<file path="src/rtl/mem_pkg.sv">
// mem_pkg: shared size encodings, access FSM state type and default timeout
package mem_pkg;
  localparam logic [1:0] SZ_BYTE = 2'b00;
  localparam logic [1:0] SZ_HALF = 2'b01;
  localparam logic [1:0] SZ_WORD = 2'b10;
  localparam int TIMEOUT_CYCLES_DEFAULT = 255;
  typedef enum logic [1:0] {IDLE, BUSY, DONE} state_t;
endpackage

</file>
<file path="src/rtl/mem_load_align.sv">
// mem_load_align: little-endian lane select and sign/zero extension of load data
// Ports: rdata (raw word), addr (byte offset), size (mem_pkg size code),
//        uns (zero-extend when 1), data (aligned, extended result)
module mem_load_align import mem_pkg::*; (
  input  logic [31:0] rdata,
  input  logic [1:0]  addr,
  input  logic [1:0]  size,
  input  logic        uns,
  output logic [31:0] data
);
  logic [31:0] sh;
  assign sh = rdata >> {addr, 3'b000};
  always_comb
    data = size == SZ_BYTE ? {{24{~uns & sh[7]}}, sh[7:0]} :
           size == SZ_HALF ? {{16{~uns & sh[15]}}, sh[15:0]} : rdata;
endmodule

</file>
<file path="src/rtl/mem_access_unit.sv">
// mem_access_unit: MEM-stage load/store unit over a req/ack data-memory bus
// Ports: EX/MEM controls and operands in; dmem_* bus; stall to freeze the
//        front of the pipeline; MEM/WB bundle out; access_err/err_addr report
//        misaligned, illegal and timed-out accesses (rst is async active-low).
module mem_access_unit import mem_pkg::*; #(
  parameter int TIMEOUT_CYCLES = TIMEOUT_CYCLES_DEFAULT
) (
  input  logic        clk,
  input  logic        rst,
  input  logic        mem_read,
  input  logic        mem_write,
  input  logic [1:0]  mem_size,
  input  logic        mem_unsigned,
  input  logic [31:0] alu_result_in,
  input  logic [31:0] store_data_in,
  input  logic [1:0]  control_wb_in,
  input  logic [4:0]  write_reg_in,
  input  logic [31:0] dmem_rdata,
  input  logic        dmem_ack,
  output logic        dmem_req,
  output logic        dmem_we,
  output logic [31:0] dmem_addr,
  output logic [3:0]  dmem_be,
  output logic [31:0] dmem_wdata,
  output logic        stall,
  output logic [1:0]  control_wb_out,
  output logic [31:0] read_data_out,
  output logic [31:0] alu_result_out,
  output logic [4:0]  write_reg_out,
  output logic        access_err,
  output logic [31:0] err_addr
);
  state_t state;
  logic [7:0] cnt;
  logic [31:0] rd_q, ld_data;
  logic to_q, access, bad, start, expire;
  logic [1:0] a;
  assign a = alu_result_in[1:0];
  assign access = mem_read | mem_write;
  assign bad = (mem_read & mem_write) | (mem_size == 2'b11) |
               (mem_size == SZ_HALF && a[0]) | (mem_size == SZ_WORD && a != 2'b00);
  // IDLE-path decisions are gated by rst so outputs drop the moment reset asserts
  assign start = rst && state == IDLE && access && !bad;
  // ack in the expiry cycle takes priority over the timeout
  assign expire = state == BUSY && !dmem_ack && cnt == 8'(TIMEOUT_CYCLES - 1);
  assign dmem_req = state == BUSY;
  assign dmem_we = dmem_req & mem_write;
  assign dmem_addr = {alu_result_in[31:2], 2'b00};
  assign stall = start | dmem_req;
  assign access_err = (rst && state == IDLE && access && bad) | expire;
  assign alu_result_out = alu_result_in;
  assign write_reg_out = write_reg_in;
  assign read_data_out = state == DONE ? rd_q : 32'd0;
  mem_load_align u_align (
    .rdata(dmem_rdata),
    .addr (a),
    .size (mem_size),
    .uns  (mem_unsigned),
    .data (ld_data)
  );
  always_comb begin
    dmem_be = mem_size == SZ_BYTE ? 4'b0001 << a :
              mem_size == SZ_HALF ? (a[1] ? 4'b1100 : 4'b0011) : 4'b1111;
    dmem_wdata = !mem_write ? 32'd0 :
                 mem_size == SZ_BYTE ? {4{store_data_in[7:0]}} :
                 mem_size == SZ_HALF ? {2{store_data_in[15:0]}} : store_data_in;
    // stall and error cycles present a bubble so MEM/WB never writes twice
    control_wb_out = state == DONE ? (to_q ? 2'b00 : control_wb_in) :
                     (rst && state == IDLE && !access) ? control_wb_in : 2'b00;
  end
  always_ff @(posedge clk or negedge rst)
    if (!rst) begin
      state <= IDLE;
      cnt <= 8'd0;
      rd_q <= 32'd0;
      to_q <= 1'b0;
      err_addr <= 32'd0;
    end else begin
      if (access_err) err_addr <= alu_result_in;
      case (state)
        IDLE: if (start) begin
          state <= BUSY;
          cnt <= 8'd0;
          to_q <= 1'b0;
        end
        BUSY: begin
          cnt <= cnt + 8'd1;
          if (dmem_ack) begin
            state <= DONE;
            rd_q <= mem_read ? ld_data : 32'd0;
          end else if (expire) begin
            state <= DONE;
            to_q <= 1'b1;
            rd_q <= 32'd0;
          end
        end
        default: state <= IDLE;
      endcase
    end
endmodule

</file>
<file path="config.mk">
export PLATFORM = sky130hd
export DESIGN_NAME = mem_access_unit
export DESIGN_NICKNAME = d
export VERILOG_FILES = /design/src/rtl/mem_pkg.sv /design/src/rtl/mem_load_align.sv /design/src/rtl/mem_access_unit.sv
export SDC_FILE = /design/constraint.sdc
export NUM_CORES = 1
export LEC_CHECK = 0
export BUFFER_PORTS_ARGS = -buffer_cell sky130_fd_sc_hd__buf_4
export CORE_AREA = 2 2 110 112
export DETAILED_ROUTE_END_ITERATION = 8
export DIE_AREA = 0 0 112 114
export MAX_ROUTING_LAYER = met4
export PLACE_DENSITY = 0.85
export SLEW_MARGIN = 20
export SYNTH_ARGS = -nofsm -noshare
export SYNTH_HDL_FRONTEND = slang
export SYNTH_SLANG_ARGS = --single-unit
</file>
<file path="constraint.sdc">
create_clock -name clk -period 2.1 [get_ports clk]
set_input_delay 0.21 -clock clk [delete_from_list [all_inputs] [get_ports clk]]
set_output_delay 0.21 -clock clk [all_outputs]
set_load 0.005 [all_outputs]
</file>
==> results.md <==
- Outcome: finished clean
- # diodes: 0
- Unique masters post-synth: 50
- Detail Route Antenna Nets: 0
- Die Ht: 114 um
- Total Routing Usage GR: about 25%
- Later-pin clock latency in the skew report: 330 ps
- Worst slew pin tran: 942 ps
- Max Transition Viols Final: 0
- # setup viols final: 0
- Setup WS pre-CTS: around 150 ps
- CP delay by family, top: flip-flops
- Final core occ: 60.9%
- CTS root buf: clkbuf_16
- Top_reg_cell synth: dfrtp_1
- Vias: 4629
- Final cycle utilization of the critical path: roughly 95%
- Rows: 40
- H-tree levels: 3
- Syn Inst Count: 497
- Clock Pin Slew Worst Setup and Hold Paths: around 60 ps
- Initial antenna violation count: 0
- Port Buffers: 273
- Io pins: 286
- Peak Freq: around 500 MHz
- Synth top area cells: dfrtp_1, buf_4, mux2_4
- Worst Skew: roughly 7.3 ps
- Die width: 112 um
- Leakage power figure: between 3 and 4 nW
- CTS Buf Count: 9
- P&R area growth vs syn: 40.4%
- Worst hold path type: input port to flip-flop
- Layout cells sized above 1: around half
- 1st-iter DRT viols: approximately 290
- Hold Fails Final Rpt: 0
- Dpl cell area: slightly below 0.007 mm^2
- Vias per inst: ~5.4
- Critical path endpoint category: primary output
- Cells along the critical path: inv_2, ha_2, and3_4, and4b_4, a31oi_4, buf_12, inv_1, buf_4
- Synth warn: 0
- Setup CP Type: flip-flop to primary output
- Number of global-route vias before repair: ~4500
- Syn_area_per_cell: just over 10 um^2
- Grt ovf: 0
- Register area share after synthesis: 36.9%
- First-pass GRT wire length: between 20000 and 25000 um
- CTS tree: built
- Final setup margin: ~99 ps
- DPL Wire Length: between 10000 and 15000 um
- Ys async rst share: between 90% and 100%
- Routed wire length per instance: between 15 and 20 um
- Critical-path top delay cell: dfrtp_1
- Setup TNS: 0 ps
- Top cell type's share of synthesized area: a little under two fifths
- Count leader, synth: dfrtp_1
- Largest net degree at the start of global routing: 65
- Final GP Congestion: 0.867
- Worst vdd ir: 0.572 mV
- CP peak stage delay: around 370 ps
- Mapped Area: between 0.005 and 0.006 mm^2
- Yosys reg bits: 75
- Die area: 0.0128 mm^2
- Area leader, netlist: dfrtp_1
- Max Cap Violations: 0
- Commonest cells in the netlist: dfrtp_1, buf_4, and2_1
- RSZ-0062 raised after global routing: no
- Crit Path Max Fanout: 4
- Non-filler instance count after layout: ~850
- Post-route cell area: 0.00713 mm^2
- Crit path time final: approximately 2000 ps
- Total wire length: approximately 16000 um
- Worst Path Required: roughly 1900 ps
- Clock sinks: 75
- CP arrival: between 1500 and 2000 ps
- Relative slew slack: between 30 and 40%
- Pre-antenna DRT Iters: 6
- Initial Util: 43.4%
- DRC violations left: 0
- Pwr dens: ~740 mW/mm^2
- Cells after DPL: ~830
- Element type at the critical path start: flip-flop
- Buffers & Inverters on Critical Path: 4
- Number of flops mapped to enable cells by yosys: 0
- CTS Buffer Depth: 2
- Core Box Area: ~0.012 mm^2
- Nets: approximately 820
## metal layers
metal	part of all wire (%)	GRT usage, %	up-vias	wire length, um
met5	0	-	-	0
met4	2.3	8.86	0	362
met3	7.2	3.88	26	1140
met2	53	43.8	249	8490
met1	37	28.3	2250	5910
li1	-	-	2104	-
## power breakdown
part	internal (mW)	switching (mW)	total, mW
Clock	0.862	0.579	1.44
Sequential	1.83	0.256	2.09
Combinational	1.06	0.666	1.73
## sequential cells by signal, summed over array words and instances, names as in the netlist
name and count:
state 2, cnt 8, err_addr 32, rd_q 32, to_q 1
## cells in the final DEF (no fill, tap or decap), drive strengths merged, types with 2 or more instances in the layout
cell,count
o22ai,3
clkbuf,14
xnor2,3
a21boi,8
buf,296
a21oi,16
nor3,5
nand2,29
nand3,2
o2bb2ai,15
a211oi,7
ha,2
mux2,32
nor2,14
clkinv,2
o21ai,18
nor2b,13
a221o,24
o211a,8
nand2b,5
o211ai,2
conb,2
a31oi,2
a22o,8
inv,9
mux2i,34
dfrtp,75
and2,44
## worst paths after layout
| kind | startpoint | endpoint | slack, ps | cells past startpoint |
|---|---|---|---|---|
| setup / recovery | cnt[0] | access_err | 100 | 8 |
| hold / removal | alu_result_in[30] | err_addr[30] | 130 | 2 |
| setup reg to reg | cnt[0] | err_addr[22] | 100 | 8 |
| hold reg to reg | rd_q[3] | rd_q[3] | 480 | 1 |
| max in group asynchronous | rst | err_addr[11] | 600 | 4 |
| min in group asynchronous | rst | cnt[4] | 430 | 3 |
## stage by stage
| step | total power [mW] | hold slack [ps] |
|---|---|---|
| after floorplan | 2.94 | -85.6 |
| after detailed placement | 3.78 | 209 |
| after global placement | 3.72 | 223 |
| after global routing | 5.51 | 120 |
| after CTS | 5.26 | 118 |
| final | 5.26 | 127 |
## cell type report
class	count	area, um^2
inverters	9	33.8
flip-flops and latches	75	1880
multi-input cells	309	2470
repair buffers	298	2290
clock buffers	14	264
clock inverters	2	10.0
well taps	147	184
fillers	980	4580
## cells by family after synthesis
logic type                 synth area share [%]
DFF                                        36.9
adders and majority gates                 0.493
buffers and inverters                      14.8
AOI/OAI and AO/OA                          17.6
and+or+nand+nor                            13.2
muxes                                      16.4
other                                    0.0738
xor gates and xnor gates                  0.517
## timing repair
action                                  CTS  global route
endpoints found under the setup margin    2            27
buffers inserted                          3             1
cloned                                    1             0
endpoints found under the hold margin    11             0
hold buffers                              1             0
gates resized for setup                   2             3
No activity file was read; power rests on OpenSTA's default activity.
